<file path="config.mk">
export PLATFORM = sky130hd
export DESIGN_NAME = d_merge_ctrl
export DESIGN_NICKNAME = d
export VERILOG_FILES = /design/src/rtl/d_cache_pkg.sv /design/src/rtl/d_split_calc.sv /design/src/rtl/d_merge_ctrl.sv
export SDC_FILE = /design/constraint.sdc
export NUM_CORES = 1
export LEC_CHECK = 0
export BUFFER_PORTS_ARGS = -buffer_cell sky130_fd_sc_hd__buf_2
export CELL_PAD_IN_SITES_DETAIL_PLACEMENT = 0
export CELL_PAD_IN_SITES_GLOBAL_PLACEMENT = 1
export CORE_MARGIN = 2
export CORE_UTILIZATION = 36
export CTS_CLUSTER_SIZE = 8
export DETAILED_ROUTE_END_ITERATION = 7
export HOLD_SLACK_MARGIN = 0.12
export PLACE_DENSITY = 0.87
export SLEW_MARGIN = 0
export SYNTH_ARGS = -nofsm -noshare
export SYNTH_HDL_FRONTEND = slang
export SYNTH_SLANG_ARGS = --single-unit
export TNS_END_PERCENT = 1
</file>
<file path="constraint.sdc">
create_clock -name clk -period 2.4 [get_ports clk]
set_input_delay 0.12 -clock clk [delete_from_list [all_inputs] [get_ports clk]]
set_output_delay 0.12 -clock clk [all_outputs]
set_load 0.02 [all_outputs]
</file>
<file path="src/rtl/d_cache_pkg.sv">
// d_cache_pkg: shared op/size encodings, line geometry and merge FSM states
package d_cache_pkg;
  typedef enum logic [2:0] {
    OP_NOOP  = 3'd0,
    OP_LD    = 3'd1,
    OP_ST    = 3'd2,
    OP_PF    = 3'd3,
    OP_FLUSH = 3'd4,
    OP_INV   = 3'd5,
    OP_RD_WR = 3'd6,
    OP_WR_LD = 3'd7
  } op_t;
  typedef enum logic [1:0] {SZ_1B, SZ_2B, SZ_3B, SZ_4B} sz_t;
  localparam int CL_BYTES = 16;
  localparam int CL_BITS = $clog2(CL_BYTES);
  typedef enum logic [2:0] {S_IDLE, S_LOOKUP, S_RESP, S_WAIT, S_DONE} state_t;
  function automatic logic is_mem_op(input logic [2:0] op);
    return op == OP_LD || op == OP_ST;
  endfunction
endpackage

</file>
<file path="src/rtl/d_split_calc.sv">
// d_split_calc: line pair, line-crossing and even/odd bank selection for one request
module d_split_calc import d_cache_pkg::*; (
  input  logic [31:0] addr,
  input  logic [1:0]  size,
  output logic [31:0] e_addr,
  output logic [31:0] o_addr,
  output logic        need_p1,
  output logic        use_e_as_0
);
  logic [31:0] line0, line1;
  logic [CL_BITS:0] end_off;
  assign line0 = {addr[31:CL_BITS], {CL_BITS{1'b0}}};
  assign line1 = line0 + 32'(CL_BYTES);
  // last byte offset overflowing the line means the access spills into line1
  assign end_off = {1'b0, addr[CL_BITS-1:0]} + {{(CL_BITS-1){1'b0}}, size};
  assign need_p1 = end_off[CL_BITS];
  assign use_e_as_0 = ~addr[CL_BITS];
  assign e_addr = line0[CL_BITS] ? line1 : line0;
  assign o_addr = line0[CL_BITS] ? line0 : line1;
endmodule

</file>
<file path="src/rtl/d_merge_ctrl.sv">
// d_merge_ctrl: strobes even/odd bank lookups for an access and replays until all needed lines hit together
module d_merge_ctrl import d_cache_pkg::*; #(
  parameter int OOO_TAG_SIZE = 10,
  parameter int TIMEOUT = 255
) (
  input  logic                    clk,
  input  logic                    rst,
  input  logic                    req_valid,
  output logic                    req_ready,
  input  logic [31:0]             req_addr,
  input  logic [1:0]              req_size,
  input  logic [2:0]              req_op,
  input  logic                    req_sext,
  input  logic [OOO_TAG_SIZE-1:0] req_tag,
  output logic                    e_lookup_valid,
  output logic [31:0]             e_lookup_addr,
  output logic                    o_lookup_valid,
  output logic [31:0]             o_lookup_addr,
  input  logic                    hit_e,
  input  logic                    hit_o,
  input  logic                    wake_e,
  input  logic                    wake_o,
  output logic                    use_e_as_0,
  output logic                    need_p1,
  output logic [1:0]              size_out,
  output logic                    sext_out,
  output logic [OOO_TAG_SIZE-1:0] tag_out,
  output logic                    done_valid,
  input  logic                    done_ready
);
  localparam logic [7:0] TMO = 8'(TIMEOUT);
  state_t state;
  logic miss_e, miss_o, woke_e, woke_o;
  logic [7:0] cnt;
  logic [2:0] op_q;
  logic [31:0] c_e_addr, c_o_addr;
  logic c_need_p1, c_use_e;
  logic need_e, need_o, resp_miss_e, resp_miss_o, woke_e_n, woke_o_n, replay;
  d_split_calc u_split (
    .addr(req_addr),
    .size(req_size),
    .e_addr(c_e_addr),
    .o_addr(c_o_addr),
    .need_p1(c_need_p1),
    .use_e_as_0(c_use_e)
  );
  assign req_ready = state == S_IDLE;
  assign done_valid = state == S_DONE;
  assign need_e = use_e_as_0 | need_p1;
  assign need_o = ~use_e_as_0 | need_p1;
  assign e_lookup_valid = state == S_LOOKUP && need_e;
  assign o_lookup_valid = state == S_LOOKUP && need_o;
  assign resp_miss_e = need_e & ~hit_e;
  assign resp_miss_o = need_o & ~hit_o;
  assign woke_e_n = woke_e | (wake_e & miss_e);
  assign woke_o_n = woke_o | (wake_o & miss_o);
  // a wake landing on the timeout cycle still yields just one replay
  assign replay = ((~miss_e | woke_e_n) & (~miss_o | woke_o_n)) | (cnt == TMO);
  always_ff @(posedge clk) begin
    if (rst) begin
      state <= S_IDLE;
      {miss_e, miss_o, woke_e, woke_o} <= '0;
      cnt <= '0;
      op_q <= '0;
      e_lookup_addr <= '0;
      o_lookup_addr <= '0;
      need_p1 <= 1'b0;
      use_e_as_0 <= 1'b0;
      size_out <= '0;
      sext_out <= 1'b0;
      tag_out <= '0;
    end else begin
      case (state)
        S_IDLE: if (req_valid && is_mem_op(req_op)) begin
          op_q <= req_op;
          e_lookup_addr <= c_e_addr;
          o_lookup_addr <= c_o_addr;
          need_p1 <= c_need_p1;
          use_e_as_0 <= c_use_e;
          size_out <= req_size;
          sext_out <= req_sext;
          tag_out <= req_tag;
          state <= S_LOOKUP;
        end
        S_LOOKUP: state <= S_RESP;
        S_RESP: if (resp_miss_e | resp_miss_o) begin
          miss_e <= resp_miss_e;
          miss_o <= resp_miss_o;
          {woke_e, woke_o} <= '0;
          cnt <= '0;
          state <= S_WAIT;
        end else state <= S_DONE;
        S_WAIT: begin
          woke_e <= woke_e_n;
          woke_o <= woke_o_n;
          cnt <= replay ? 8'd0 : cnt + 8'd1;
          state <= replay ? S_LOOKUP : S_WAIT;
        end
        S_DONE: if (done_ready) state <= S_IDLE;
        default: state <= S_IDLE;
      endcase
    end
  end
  always_ff @(posedge clk)
    if (!rst && state != S_IDLE) assert (is_mem_op(op_q));
endmodule

</file>
### Word-level counts from Yosys, hierarchy flattened

Cells that the tools add are included.

* flip-flop bits (word level): 94
* input port bits: 56
* output and inout port bits: 83
* word-level logic and storage cells: 68

* $add $sub $neg: 3
* eq/ne operators: 10
* mux-type cells: 13
* bitwise operators: 19
* reduce and logical (&&, ||, !) cells: 10

Operator list (count)
* 2-to-1 mux 32 bit: 2
* adder 32 x 5 -> 32 bit, second input constant: 1
* 2-to-1 mux 8 bit: 2
* case mux 8 bit (2 select lines): 1
* case mux 3 bit (5 select lines): 1
* == test 3 x 2 -> 1 bit, second input constant: 3
* 2-to-1 mux 3 bit: 3
* adder 8 x 1 -> 8 bit, second input constant: 1
* == test 8 bit, second input constant: 1
* bitwise OR 1 bit: 8
* AND reduction 2 bit: 4
* == test 3 x 1 -> 1 bit, second input constant: 2
* inverter 1 bit: 6
* adder 4 x 2 -> 5 bit: 1
* AND 1 bit: 5
* != test 2 x 1 -> 1 bit, second input constant: 2
* case mux 1 bit (2 select lines): 2
* == test 3 bit, second input constant: 1
* logical AND 1 bit: 3
* zero test 3 bit: 1
* 2-to-1 mux 2 bit: 1
* != test 2 bit, second input constant: 1
* nonzero test 2 bit: 1
* logical OR 1 bit: 1
* 2-to-1 mux 1 bit: 1

### Longest topological paths before layout

Gate-level depths: netlist of run 1.

* word-level depth: 7
* mapped depth: 8
* gate-level depth less buffers: 5

### Modules after synthesis

From an unflattened synthesis of run 1, not the netlist that was laid out.

* cell total of the unflattened synthesis: 594
* area total of the unflattened synthesis: 4604.4 um2

By module, submodules not included
* d_merge_ctrl: times used 1, cells each 441, area each 3537.1 um2, sequential area each 1881.8 um2
* d_split_calc: times used 1, cells each 153, area each 1067.3 um2, sequential area each 0.0 um2

### Worst setup path before layout of run 1

OpenSTA, ideal clock, no wires.

* path kind: reg2reg
* start point: reg state[0]
* end point: reg e_lookup_addr[28]
* setup time: 0.145 ns
* arrival time: 2.153 ns
* required time: 2.255 ns
* path slack: 0.103 ns
* stages on the path, launching flop included: 8
* path buffers: 4
* period minus slack after synthesis: 2.297 ns
* cells stage by stage: dfxtp_1 -> clkbuf_1 -> nor3_1 -> and3_1 -> buf_2 -> clkbuf_1 -> clkbuf_1 -> a311oi_2

* cells in the longest elaborated chain, start to end: 2

RTL lines
* from (decl): RTL line d_merge_ctrl.sv:32 `state_t state;`
* from (signal assigned): RTL line d_merge_ctrl.sv:97 `state <= replay ? S_LOOKUP : S_WAIT;`
* zero test 3 bit
* net req_ready: RTL line d_merge_ctrl.sv:9 `output logic req_ready,`
* AND reduction 2 bit (no source line)
* to (signal assigned): RTL line d_merge_ctrl.sv:76 `e_lookup_addr <= c_e_addr;`
* to (decl): RTL line d_merge_ctrl.sv:16 `output logic [31:0] e_lookup_addr,`

The timed path passes the listed nets, and every way through them passes these cells.
A chain may end at the register's enable or synchronous reset.

### Worst setup path after layout of run 1

* start point: in req_addr[4]
* end point: reg o_lookup_addr[28]

* cells in the longest elaborated chain, start to end: 2

RTL lines
* from (decl): RTL line d_merge_ctrl.sv:10 `input logic [31:0] req_addr,`
* adder 32 x 5 -> 32 bit: RTL line d_split_calc.sv:13 `assign line1 = line0 + 32'(CL_BYTES);`
* 2-to-1 mux 32 bit *: RTL line d_split_calc.sv:19 `assign o_addr = line0[CL_BITS] ? line0 : line1;`
* to (signal assigned): RTL line d_merge_ctrl.sv:77 `o_lookup_addr <= c_o_addr;`
* to (decl): RTL line d_merge_ctrl.sv:18 `output logic [31:0] o_lookup_addr,`

Every way passes the cells marked *; elsewhere a longest branch is shown, timed or not.

==> results.md, run 1 <==
| Step | Result | This run |
|:---|:---|:---|
| setup path | Series of cell instances along the critical path | dlygate4sd3_1 -> buf_2 -> ha_1 -> and4b_1 -> nand2_1 -> or4_1 -> a311oi_1 |
| logic synthesis | Number of synthesized flops with an enable pin | 0 |
| setup path | Worst r2r path cells | 5 |
| setup path | Critical-path maximum fanout | 12 |
| clocking | Number of sinks handled by clock tree synthesis | 85 |
| status | Result of the run | complete, no violations |
| sta | Final critical-path setup slack | 192.1 ps |
| floorplanning | Starting utilization of the core area | 0.3658 |
| clocking | TritonCTS buffer count | 9 |
| clocking | Buffer levels on the longest clock path | 2 |
| setup path | Required time reported for the critical path endpoint | 2650 ps |
| sta | Maximum clock frequency | 452.9 MHz |
| finish | Antenna cell count | 0 |
| drt | Detailed-route wire length | 11970 um |
| drt | Post-detailed-route DRC marker count | 0 |
| floorplanning | I/O pin cnt | 139 |
| floorplanning | Core area | 0.01132 sq mm |
| clocking | Resized Gates After CTS | 0 |
| setup path | Worst Path Class, Setup | input pin to register |
| sta | Unrepaired setup endpoints after global routing | no |
| placed design | Placer congestion estimate | 0.8034 |
| logic synthesis | Fraction of synthesis flops using an asynchronous set or reset pin | 0 |
| setup path | Type of destination of the critical path | register |
| logic synthesis | Sequential area share after synthesis | 0.4109 |
| clocking | H-tree lvl count | 3 |
| sta | Count of endpoints failing setup in the final report | 0 |
| drt | Number of iterations in the first detailed-routing pass | 4 |
| clocking | Root Buffer | clkbuf_16 |
| grt | Number of global-route vias before repair | 4119 |
| grt | Gr ovfl total | 0 |
| drt | Iter 0 DRT Violations | 239 |
| clocking | Reg clk slew, reported paths | 60 ps |
| finish | Area Overhead vs Synth | 33.72% |
| logic synthesis | Count of yosys warnings during synthesis | 0 |
| pwr | Highest ir drop seen on vdd | 0.0003055 V |
| placed design | Total half-perimeter wirelength after legalization and detailed placement | 8233 um |
| logic synthesis | Most used DFF post-synth | dfxtp_1 |
| sta | Count of endpoints failing hold in the final timing report | 0 |
| finish | Layout cell share with drive strength beyond 1 | 0.2455 |
| logic synthesis | Synth Register Bits | 85 |
| setup path | Startpoint kind of the worst setup timing path | input pin |
| floorplanning | Die height | 111.3 um |
| logic synthesis | Synthesized area per cell | 8.089 sq um |
| min path | Hold WC Path Type | input pin to register |
| floorplanning | Overall die area | 0.01238 sq mm |
| clocking | Latest clock arrival within the worst-skew pair | 340 ps |
| sta | Final critical path time including I/O delays and setup | 2208 ps |
| setup path | R2r startpoint | state[2] |
| setup path | Kind of cell with the highest combined delay on the critical path | simple AND/OR/NAND/NOR gates |
| placed design | Pre-CTS worst setup slack | 384.5 ps |
| sta | Worst slew margin relative to its limit | 0.6416 |
| drt | Via count | 4238 |
| setup path | Longest individual stage delay on the worst path | 540 ps |
| min path | Number of stages on the worst hold path | 3 |
| floorplanning | Horizontal die dimension | 111.3 um |
| sta | Final sum of negative setup slack | 0 ps |
| grt | Wire length of the first global-routing pass | 19690 um |
| setup path | Buffering stage count on the worst path with inverters included | 2 |
| floorplanning | Rows | 39 |
| setup path | Setup slack of the most critical reg-to-reg path | 420 ps |
| clocking | Post-CTS Setup Bufs | 0 |
| finish | Number of nets at the end of the flow | 719 |
| logic synthesis | Number of distinct library cells after synthesis | 54 |
| drt | DRT antenna net count | 0 |
| min path | End of the worst hold path | e_lookup_addr[10] |
| grt | Maximum number of pins on one net before global-route repair | 79 |
| logic synthesis | Netlist Area Pre-Place | 0.004141 sq mm |
| drt | Average wire length per cell after detail routing | 14.84 um |
| flow run | Max-capacitance violation count | 0 |
| sta | Slew Limit Fails | 0 |
| grt | Overall track demand over capacity in global routing | 0.1933 |
| logic synthesis | Number of instances in the synthesized netlist | 512 |
| pwr | Power Density | 629.2 mW/mm^2 |
| min path | Worst hold start | req_addr[10] |
| sta | Share of the cycle needed by the critical path after routing | 0.9200 |
| sta | Actual transition at the worst max-transition pin | 534.0 ps |
| placed design | Count of input and output buffers | 129 |
| clocking | TritonCTS clock tree | done |
| sta | Worst clock skew | 5.315 ps |
| drt | Routed vias/inst | 5.252 |
| pwr | LEAKAGE | 2.196 nW |
| setup path | Signal arrival time at the worst endpoint | 2460 ps |
| setup path | Critical-path top delay cell | or4_1 |
| setup path | Endpoint of the lowest-slack register-to-register path | need_p1 |
| grt | Antenna violations before repair | 0 |
[cell type report]
| cell class | instances | area (sq um) |
|---|---|---|
| Clock buffer | 13 | 270.3 |
| Clock inverter | 3 | 42.54 |
| Fill cell | 1112 | 5783 |
| Inverter | 9 | 33.78 |
| Multi-Input combinational cell | 381 | 2235 |
| Sequential cell | 85 | 1702 |
| Tap cell | 143 | 178.9 |
| Timing Repair Buffer | 173 | 1076 |
[cells in the final DEF (no fill, tap or decap), types with 2 or more instances in the layout]
cell type,synthesis,final
buf_4,9,8
ha_1,4,4
or4_1,6,6
dfxtp_1,85,85
o21ai_0,16,16
a31oi_1,3,3
conb_1,1,9
o21a_1,3,3
clkbuf_16,0,9
nand2b_1,5,5
a21oi_1,36,36
and3_1,5,4
nor3_1,11,11
o31ai_1,3,3
xnor2_1,14,14
dlygate4sd3_1,0,35
nor2b_1,4,4
buf_2,3,129
clkbuf_8,0,3
or3_1,16,16
a311oi_1,14,14
nor2_1,49,49
nor3b_1,3,3
o211ai_1,2,2
xor2_1,7,7
and4_1,6,6
nor4_1,13,13
nand3_1,18,18
or3b_2,3,3
nand4_1,11,11
nand4_2,2,2
a211oi_1,25,25
nand2_1,66,66
inv_1,9,9
nand3b_1,4,4
and2_1,4,4
[sequential cells by signal, indices dropped and copies added, names as in the netlist]
signal and flops:
cnt 8, e_lookup_addr 27, miss_e 1, miss_o 1
need_p1 1, o_lookup_addr 28, sext_out 1, size_out 2
state 3, tag_out 10, use_e_as_0 1, woke_e 1
woke_o 1
[per-stage QoR]
stage | hold slack, ps | power, W | area [sq um] | utilization | instances
floorplan | 256.0 | 0.001843 | 4172 | - | 520
global placement | 362.1 | 0.002015 | 4875 | 0.4306 | 756
detailed placement | 367.4 | 0.002025 | 4875 | 0.4306 | 756
CTS | 121.2 | 0.003525 | 5538 | 0.4892 | 807
global route | 132.0 | 0.003637 | 5538 | 0.4892 | 807
finish | 130.7 | 0.003485 | 5538 | 0.4892 | 807
[worst max path at each step]
stage	from	to	slack, ps	depth (start not counted)
detailed placement	req_addr[4]	o_lookup_addr[28]	380	6
finish	req_addr[4]	o_lookup_addr[28]	190	7
floorplan	state[0]	e_lookup_addr[28]	100	7
global placement	req_addr[4]	o_lookup_addr[28]	450	6
CTS	req_addr[4]	o_lookup_addr[28]	180	7
global route	req_addr[4]	o_lookup_addr[28]	50	7
[worst min-delay path, delay by kind of cell]
family | cells | cell delay (ps)
XOR/XNOR | 1 | 120
buffers and inverters | 1 | 120
AO/OA/AOI/OAI | 1 | 60
[logic make-up (layout without fill, tap and decap cells)]
kind of cell / count (synthesis) / in the layout / synth area share
XOR/XNOR: 21 / 21 / 0.04441
AND/OR/NAND/NOR: 230 / 230 / 0.2837
AO/OA/AOI/OAI: 115 / 115 / 0.1849
flip-flops: 85 / 85 / 0.4109
other: 1 / 9 / 0.0009055
adder cells (fa/ha/maj): 4 / 4 / 0.01209
buffers and inverters: 54 / 198 / 0.05800
multiplexers: 2 / 2 / 0.005136
[where the power goes]
group	internal (W)	leakage, nW	switching (W)
Clock	0.000890	0.152	0.000558
Combinational	0.000201	1.35	0.000324
Sequential	0.00148	0.692	0.0000357
Total	0.00257	2.20	0.000917
[metal layers]
| layer | track usage | part of all wire | up-vias |
|---|---|---|---|
| li1 | - | - | 2131 |
| met1 | 0.2299 | 0.43 | 1968 |
| met2 | 0.3398 | 0.50 | 116 |
| met3 | 0.03991 | 0.047 | 23 |
| met4 | 0.07737 | 0.023 | 0 |
| met5 | 0 | 0 | - |
[cell usage after synthesis, drive strengths merged (5+ instances only)]
cell	count	share of area
dfxtp	85	0.41
nand2	66	0.060
nor2	49	0.044
a21oi	36	0.044
clkbuf	32	0.029
a211oi	25	0.045
nand3	18	0.022
o21ai	17	0.021
or3	16	0.024
a311oi	15	0.033
xnor2	14	0.030
buf	13	0.021
nand4	13	0.023
nor4	13	0.020
nor3	11	0.013
inv	9	0.0082
xor2	7	0.015
and4	6	0.013
or4	6	0.011
and3	5	0.0076
nand2b	5	0.0076
[what timing repair did]
action | in CTS | in global routing
hold buffers | 35 | 0
hold endpoints to repair | 38 | 0
endpoints found under the setup margin | 0 | 0
Power figures use the tool's default switching activity.
==> run 2: changes to the inputs <==
Settings changed: CELL_PAD_IN_SITES_DETAIL_PLACEMENT 0 to 2, CELL_PAD_IN_SITES_GLOBAL_PLACEMENT 1 to 2, CORE_UTILIZATION 36 to 28, PLACE_DENSITY 0.87 to 0.86.
==> results.md, run 2 (same netlist as run 1, synthesis figures left out) <==
| Step | Result | This run | vs previous |
|:---|:---|:---|:---|
| sta | Count of endpoints failing hold in the final timing report | 0 | unchanged |
| pwr | Highest ir drop seen on vdd | 0.0003144 V | +2.9% |
| drt | Average wire length per cell after detail routing | 18.91 um | +27% |
| floorplanning | Rows | 44 | +13% |
| finish | Antenna cell count | 0 | unchanged |
| floorplanning | I/O pin cnt | 139 | unchanged |
| sta | Worst slew margin relative to its limit | 0.4544 | -0.1872 |
| grt | Antenna violations before repair | 0 | unchanged |
| min path | Hold WC Path Type | input pin to register |  |
| grt | Overall track demand over capacity in global routing | 0.2042 | +0.01087 |
| pwr | Power Density | 629.7 mW/mm^2 | about the same |
| drt | Post-detailed-route DRC marker count | 0 | unchanged |
| setup path | Required time reported for the critical path endpoint | 2640 ps | about the same |
| sta | Unrepaired setup endpoints after global routing | no |  |
| sta | Slew Limit Fails | 0 | unchanged |
| floorplanning | Die height | 125.6 um | +13% |
| finish | Number of nets at the end of the flow | 723 | +0.56% |
| drt | Routed vias/inst | 5.262 | +0.19% |
| floorplanning | Horizontal die dimension | 125.6 um | +13% |
| clocking | Post-CTS Setup Bufs | 0 | unchanged |
| floorplanning | Starting utilization of the core area | 0.2860 | -0.07979 |
| clocking | TritonCTS buffer count | 9 | unchanged |
| sta | Actual transition at the worst max-transition pin | 818.4 ps | +284.5 ps |
| setup path | Critical-path maximum fanout | 8 | -4 |
| setup path | Worst Path Class, Setup | input pin to register |  |
| drt | Via count | 4483 | +5.8% |
| grt | Wire length of the first global-routing pass | 25980 um | +32% |
| clocking | TritonCTS clock tree | done |  |
| floorplanning | Overall die area | 0.01578 sq mm | +27% |
| finish | Largest registers | o_lookup_addr (28), e_lookup_addr (27), tag_out (10) |  |
| finish | Area Overhead vs Synth | 36.04% |  |
| drt | DRT antenna net count | 0 | unchanged |
| drt | Number of iterations in the first detailed-routing pass | 4 | unchanged |
| setup path | Type of destination of the critical path | register |  |
| placed design | Count of input and output buffers | 129 | unchanged |
| clocking | Latest clock arrival within the worst-skew pair | 340 ps | about the same |
| finish | Most common library cell in the layout ignoring fill and taps | buf_2 |  |
| setup path | Startpoint kind of the worst setup timing path | input pin |  |
| clocking | Buffer levels on the longest clock path | 2 | unchanged |
| finish | Commonest non-fill, non-tap cells in the layout | buf_2 (129), dfxtp_1 (85), nand2_1 (65), nor2_1 (49), a21oi_1 (36) |  |
| finish | Post-layout utilization of the core | 0.3891 | -0.1000 |
| floorplanning | Core area | 0.01448 sq mm | +28% |
| sta | Maximum clock frequency | 439.2 MHz | -3.0% |
| sta | Worst clock skew | 6.490 ps | +1.174 ps |
| setup path | Signal arrival time at the worst endpoint | 2520 ps | +60 ps |
| drt | Detailed-route wire length | 16110 um | +35% |
| grt | Gr ovfl total | 0 | unchanged |
| status | Result of the run | complete, no violations |  |
| pwr | Total power draw | 0.003548 W | +1.8% |
| finish | Largest register FFs | 28 | unchanged |
| clocking | Root Buffer | clkbuf_16 |  |
| grt | Maximum number of pins on one net before global-route repair | 71 | -10% |
| pwr | LEAKAGE | 2.224 nW | +1.3% |
| clocking | Reg clk slew, reported paths | 60 ps | about the same |
| finish | Most flop-heavy register | o_lookup_addr |  |
| sta | Final critical path time including I/O delays and setup | 2277 ps | +68.88 ps |
| clocking | H-tree lvl count | 3 | unchanged |
| flow run | Max-capacitance violation count | 0 | unchanged |
| sta | Share of the cycle needed by the critical path after routing | 0.9487 | +0.02870 |
| drt | Iter 0 DRT Violations | 205 | -14% |
| sta | Count of endpoints failing setup in the final report | 0 | unchanged |
| placed design | Placer congestion estimate | 0.7982 | -0.65% |
| placed design | Total half-perimeter wirelength after legalization and detailed placement | 11230 um | +36% |
| grt | Number of global-route vias before repair | 4955 | +20% |
| finish | Layout cell share with drive strength beyond 1 | 0.2515 | +0.006015 |
| sta | Final sum of negative setup slack | 0 ps | unchanged |
| clocking | Number of sinks handled by clock tree synthesis | 85 | unchanged |
-- run 2: cell types whose count changed in the layout (fill, tap and decap cells not counted), sizes merged --
cell and change:
buf +4
-- run 2: power by group --
| part | total (W) | internal, W | switching (W) |
|---|---|---|---|
| clock network | 0.00148 | 0.000891 | 0.000585 |
| registers | 0.00152 | 0.00148 | 0.0000396 |
| logic | 0.000556 | 0.000206 | 0.000351 |
| total | 0.00355 | 0.00257 | 0.000975 |
-- run 2: worst max-delay path, stage by stage --
cell,delay (ps)
dlygate4sd3_1,540
buf_2,200
nand4_2,150
or4_1,680
or4_1,550
a311oi_1,280
-- run 2: repair_timing --
action	in CTS	in global routing
hold endpoints to repair	37	0
hold buffers	35	0
resized for setup	0	1
endpoints found under the setup margin	0	1
-- run 2: final cells by class --
type                       instances  area [sq um]
clock inverter                     3         42.54
sequential                        85          1702
fill                            1663          8845
multi-input combinational        381          2237
timing repair buffer             177          1119
clock buffer                      13         270.3
tap                              184         230.2
inverter                           9         33.78
-- run 2: final timing paths --
check,from,to,slack [ps],depth (start not counted)
hold reg to reg,o_lookup_addr[31],o_lookup_addr[31],460,2
setup / recovery,req_addr[11],e_lookup_addr[31],120,6
setup reg to reg,state[1],miss_o,220,4
hold / removal,req_addr[24],o_lookup_addr[24],130,3
-- run 2: routing by layer --
metal | vias up | part of all wire | track usage
li1 | 2140 | - | -
met1 | 2246 | 0.41 | 0.2278
met2 | 83 | 0.54 | 0.3863
met3 | 14 | 0.044 | 0.05098
met4 | 0 | 0.012 | 0.05033
met5 | - | 0 | 0
-- run 2: stage by stage --
| step | hold WS (ps) | setup slack [ps] | instance area [sq um] | instances |
|---|---|---|---|---|
| floorplan | 256.0 | 102.6 | 4172 | 520 |
| global placement | 368.1 | 396.7 | 4969 | 801 |
| detailed placement | 380.3 | 322.3 | 4969 | 801 |
| CTS | 121.8 | 68.18 | 5632 | 852 |
| global route | 139.1 | 9.985 | 5634 | 852 |
| finish | 127.4 | 123.2 | 5634 | 852 |
==> run 3: changes to the inputs <==
==> constraint.sdc (replaced) <==
create_clock -name clk -period 2.4 [get_ports clk]
set_input_delay 0.36 -clock clk [delete_from_list [all_inputs] [get_ports clk]]
set_output_delay 0.36 -clock clk [all_outputs]
set_load 0.02 [all_outputs]
==> results.md, run 3 (same netlist as run 1, synthesis figures left out) <==
| Step | Result | This run | vs previous |
|:---|:---|:---|:---|
| status | Result of the run | complete, no violations |  |
| setup path | Type of destination of the critical path | register |  |
| finish | Largest registers | o_lookup_addr (28), e_lookup_addr (27), tag_out (10) |  |
| grt | Fraction of met1 tracks used by global routing | 0.2321 | +0.004341 |
| sta | Maximum clock frequency | 482.1 MHz | +9.8% |
| grt | Wire length of the first global-routing pass | 25220 um | -2.9% |
| floorplanning | Rows | 44 | unchanged |
| grt | Gr busiest metal | met2 |  |
| min path | Hold WC Path Type | input pin to register |  |
| floorplanning | Core area | 0.01448 sq mm | unchanged |
| floorplanning | Overall die area | 0.01578 sq mm | unchanged |
| setup path | Critical-path maximum fanout | 32 | +24 |
| setup path | Setup crit start | state[2] |  |
| clocking | TritonCTS clock tree | done |  |
| pwr | Power Density | 691.8 mW/mm^2 | +9.9% |
| finish | Count of placed standard cells in the final layout, fillers left out | 816 | -4.2% |
| setup path | R2r startpoint | state[2] |  |
| sta | Final sum of negative setup slack | 0 ps | unchanged |
| drt | Iter 0 DRT Violations | 169 | -18% |
| finish | Fin area | 0.005335 sq mm | -5.3% |
| clocking | Number of sinks handled by clock tree synthesis | 85 | unchanged |
| clocking | Buffer levels on the longest clock path | 2 | unchanged |
| floorplanning | Horizontal die dimension | 125.6 um | unchanged |
| finish | Largest register FFs | 28 | unchanged |
| placed design | Post-Place Cells | 800 | -0.12% |
| drt | Average wire length per cell after detail routing | 18.79 um | -0.64% |
| sta | Worst slew margin relative to its limit | 0.6319 | +0.1775 |
| grt | Global-route met2 utilization | 0.3561 | -0.03021 |
| pwr | LEAKAGE | 2.090 nW | -6.0% |
| drt | DRT antenna net count | 0 | unchanged |
| setup path | Setup slack of the most critical reg-to-reg path | 330 ps | +110 ps |
| sta | Worst clock skew | 7.300 ps | +0.8107 ps |
| placed design | Post-Place Cell Area | 0.004986 sq mm | +0.35% |
| floorplanning | Starting utilization of the core area | 0.2860 | unchanged |
| setup path | Signal arrival time at the worst endpoint | 2320 ps | -200 ps |
| clocking | Post-CTS Setup Bufs | 0 | unchanged |
| finish | Antenna cell count | 0 | unchanged |
| finish | Area Overhead vs Synth | 28.82% |  |
| sta | Count of endpoints failing hold in the final timing report | 0 | unchanged |
| floorplanning | Die height | 125.6 um | unchanged |
| flow run | Max-capacitance violation count | 0 | unchanged |
| grt | Gr ovfl total | 0 | unchanged |
| setup path | Critical-path top delay cell | and3_4 |  |
| grt | Overall track demand over capacity in global routing | 0.1975 | -0.006694 |
| drt | Routed vias/inst | 5.240 | -0.41% |
| placed design | Total half-perimeter wirelength after legalization and detailed placement | 11350 um | +0.99% |
| finish | Layout cell share with drive strength beyond 1 | 0.2642 | +0.01274 |
| clocking | Reg clk slew, reported paths | 70 ps | about the same |
| sta | Final critical path time including I/O delays and setup | 2074 ps | -202.5 ps |
| sta | Final critical-path setup slack | 325.7 ps | +202.5 ps |
| setup path | Crit path capture | o_lookup_addr[16] |  |
| drt | Via count | 4276 | -4.6% |
| sta | Slew Limit Fails | 0 | unchanged |
| grt | Maximum number of pins on one net before global-route repair | 75 | +5.6% |
| floorplanning | I/O pin cnt | 139 | unchanged |
| finish | Most common library cell in the layout ignoring fill and taps | buf_2 |  |
| placed design | Placer congestion estimate | 0.8484 | +6.3% |
| sta | Count of endpoints failing setup in the final report | 0 | unchanged |
| drt | Detailed-route wire length | 15330 um | -4.8% |
| setup path | CP Depth | 5 | -1 |
| setup path | Longest individual stage delay on the worst path | 530 ps | -150 ps |
| setup path | Kind of cell with the highest combined delay on the critical path | simple AND/OR/NAND/NOR gates |  |
| finish | Number of nets at the end of the flow | 687 | -5.0% |
| sta | Worst hold margin | 244.4 ps | +117.0 ps |
| clocking | Hold-fix buffers at CTS | 0 | -100% |
| sta | Share of the cycle needed by the critical path after routing | 0.8643 | -0.08437 |
| setup path | Series of cell instances along the critical path | nor3_1 -> and3_4 -> buf_4 -> nor2_1 -> a211oi_1 |  |
| setup path | Worst Path Class, Setup | register to register |  |
| placed design | Count of input and output buffers | 129 | unchanged |
| pwr | Highest ir drop seen on vdd | 0.0003817 V | +21% |
| setup path | Worst r2r path cells | 5 | +1 |
| clocking | Resized Gates After CTS | 0 | unchanged |
| drt | Number of iterations in the first detailed-routing pass | 4 | unchanged |
| clocking | TritonCTS buffer count | 9 | unchanged |
| setup path | Buffering stage count on the worst path with inverters included | 1 | -1 |
| setup path | Endpoint of the lowest-slack register-to-register path | o_lookup_addr[16] |  |
| grt | Number of global-route vias before repair | 4648 | -6.2% |
| placed design | Pre-CTS worst setup slack | 126.3 ps | -196.0 ps |
| finish | Most flop-heavy register | o_lookup_addr |  |
| sta | Actual transition at the worst max-transition pin | 548.5 ps | -269.9 ps |
| drt | Post-detailed-route DRC marker count | 0 | unchanged |
| sta | Unrepaired setup endpoints after global routing | no |  |
| grt | Met3 Use GR | 0.04545 | -0.005523 |
| setup path | Required time reported for the critical path endpoint | 2640 ps | about the same |
| setup path | Startpoint kind of the worst setup timing path | register |  |
| clocking | Latest clock arrival within the worst-skew pair | 350 ps | about the same |
| grt | Antenna violations before repair | 0 | unchanged |
| clocking | Root Buffer | clkbuf_16 |  |
| finish | Commonest non-fill, non-tap cells in the layout | buf_2 (129), dfxtp_1 (85), nand2_1 (66), nor2_1 (49), a21oi_1 (36) |  |
| clocking | H-tree lvl count | 3 | unchanged |
[run 3: cell type report]
type	count	area, sq um
sequential	85	1702
fill	1664	9144
timing repair buffer	141	785.8
inverter	9	33.78
multi-input combinational	381	2235
clock inverter	6	110.1
clock buffer	10	239.0
tap	184	230.2
[run 3: per-stage QoR]
step,total power [W],util
2_1_floorplan,0.001843,-
3_3_place_gp,0.002039,0.3444
3_5_place_dp,0.002068,0.3444
4_1_cts,0.003745,0.3685
5_1_grt,0.003869,0.3685
6_report,0.003691,0.3685
[run 3: worst min path at each step]
stage | slack [ps] | cells after the start | to | from
floorplan | 440 | 2 | woke_e | woke_e
global placement | 440 | 2 | size_out[1] | size_out[1]
detailed placement | 450 | 2 | o_lookup_addr[29] | o_lookup_addr[29]
CTS | 240 | 3 | tag_out[8] | req_tag[8]
global route | 250 | 3 | tag_out[8] | req_tag[8]
finish | 240 | 3 | tag_out[8] | req_tag[8]
[run 3: power by group]
part / internal [W] / switching [W]
Combinational: 0.000175 / 0.000345
Sequential: 0.00148 / 0.0000382
Clock: 0.00104 / 0.000613
Total: 0.00269 / 0.000997
[run 3: per-layer routing]
metal	vias up	wire (um)
li1	2062	-
met1	2105	6501
met2	90	7909
met3	19	686
met4	0	236
met5	-	0
[run 3: worst register-to-register path, cell delays in order, from the launching register on]
cell and delay [ps]:
dfxtp_1 410, nor3_1 360, and3_4 530, buf_4 310, nor2_1 70, a211oi_1 290
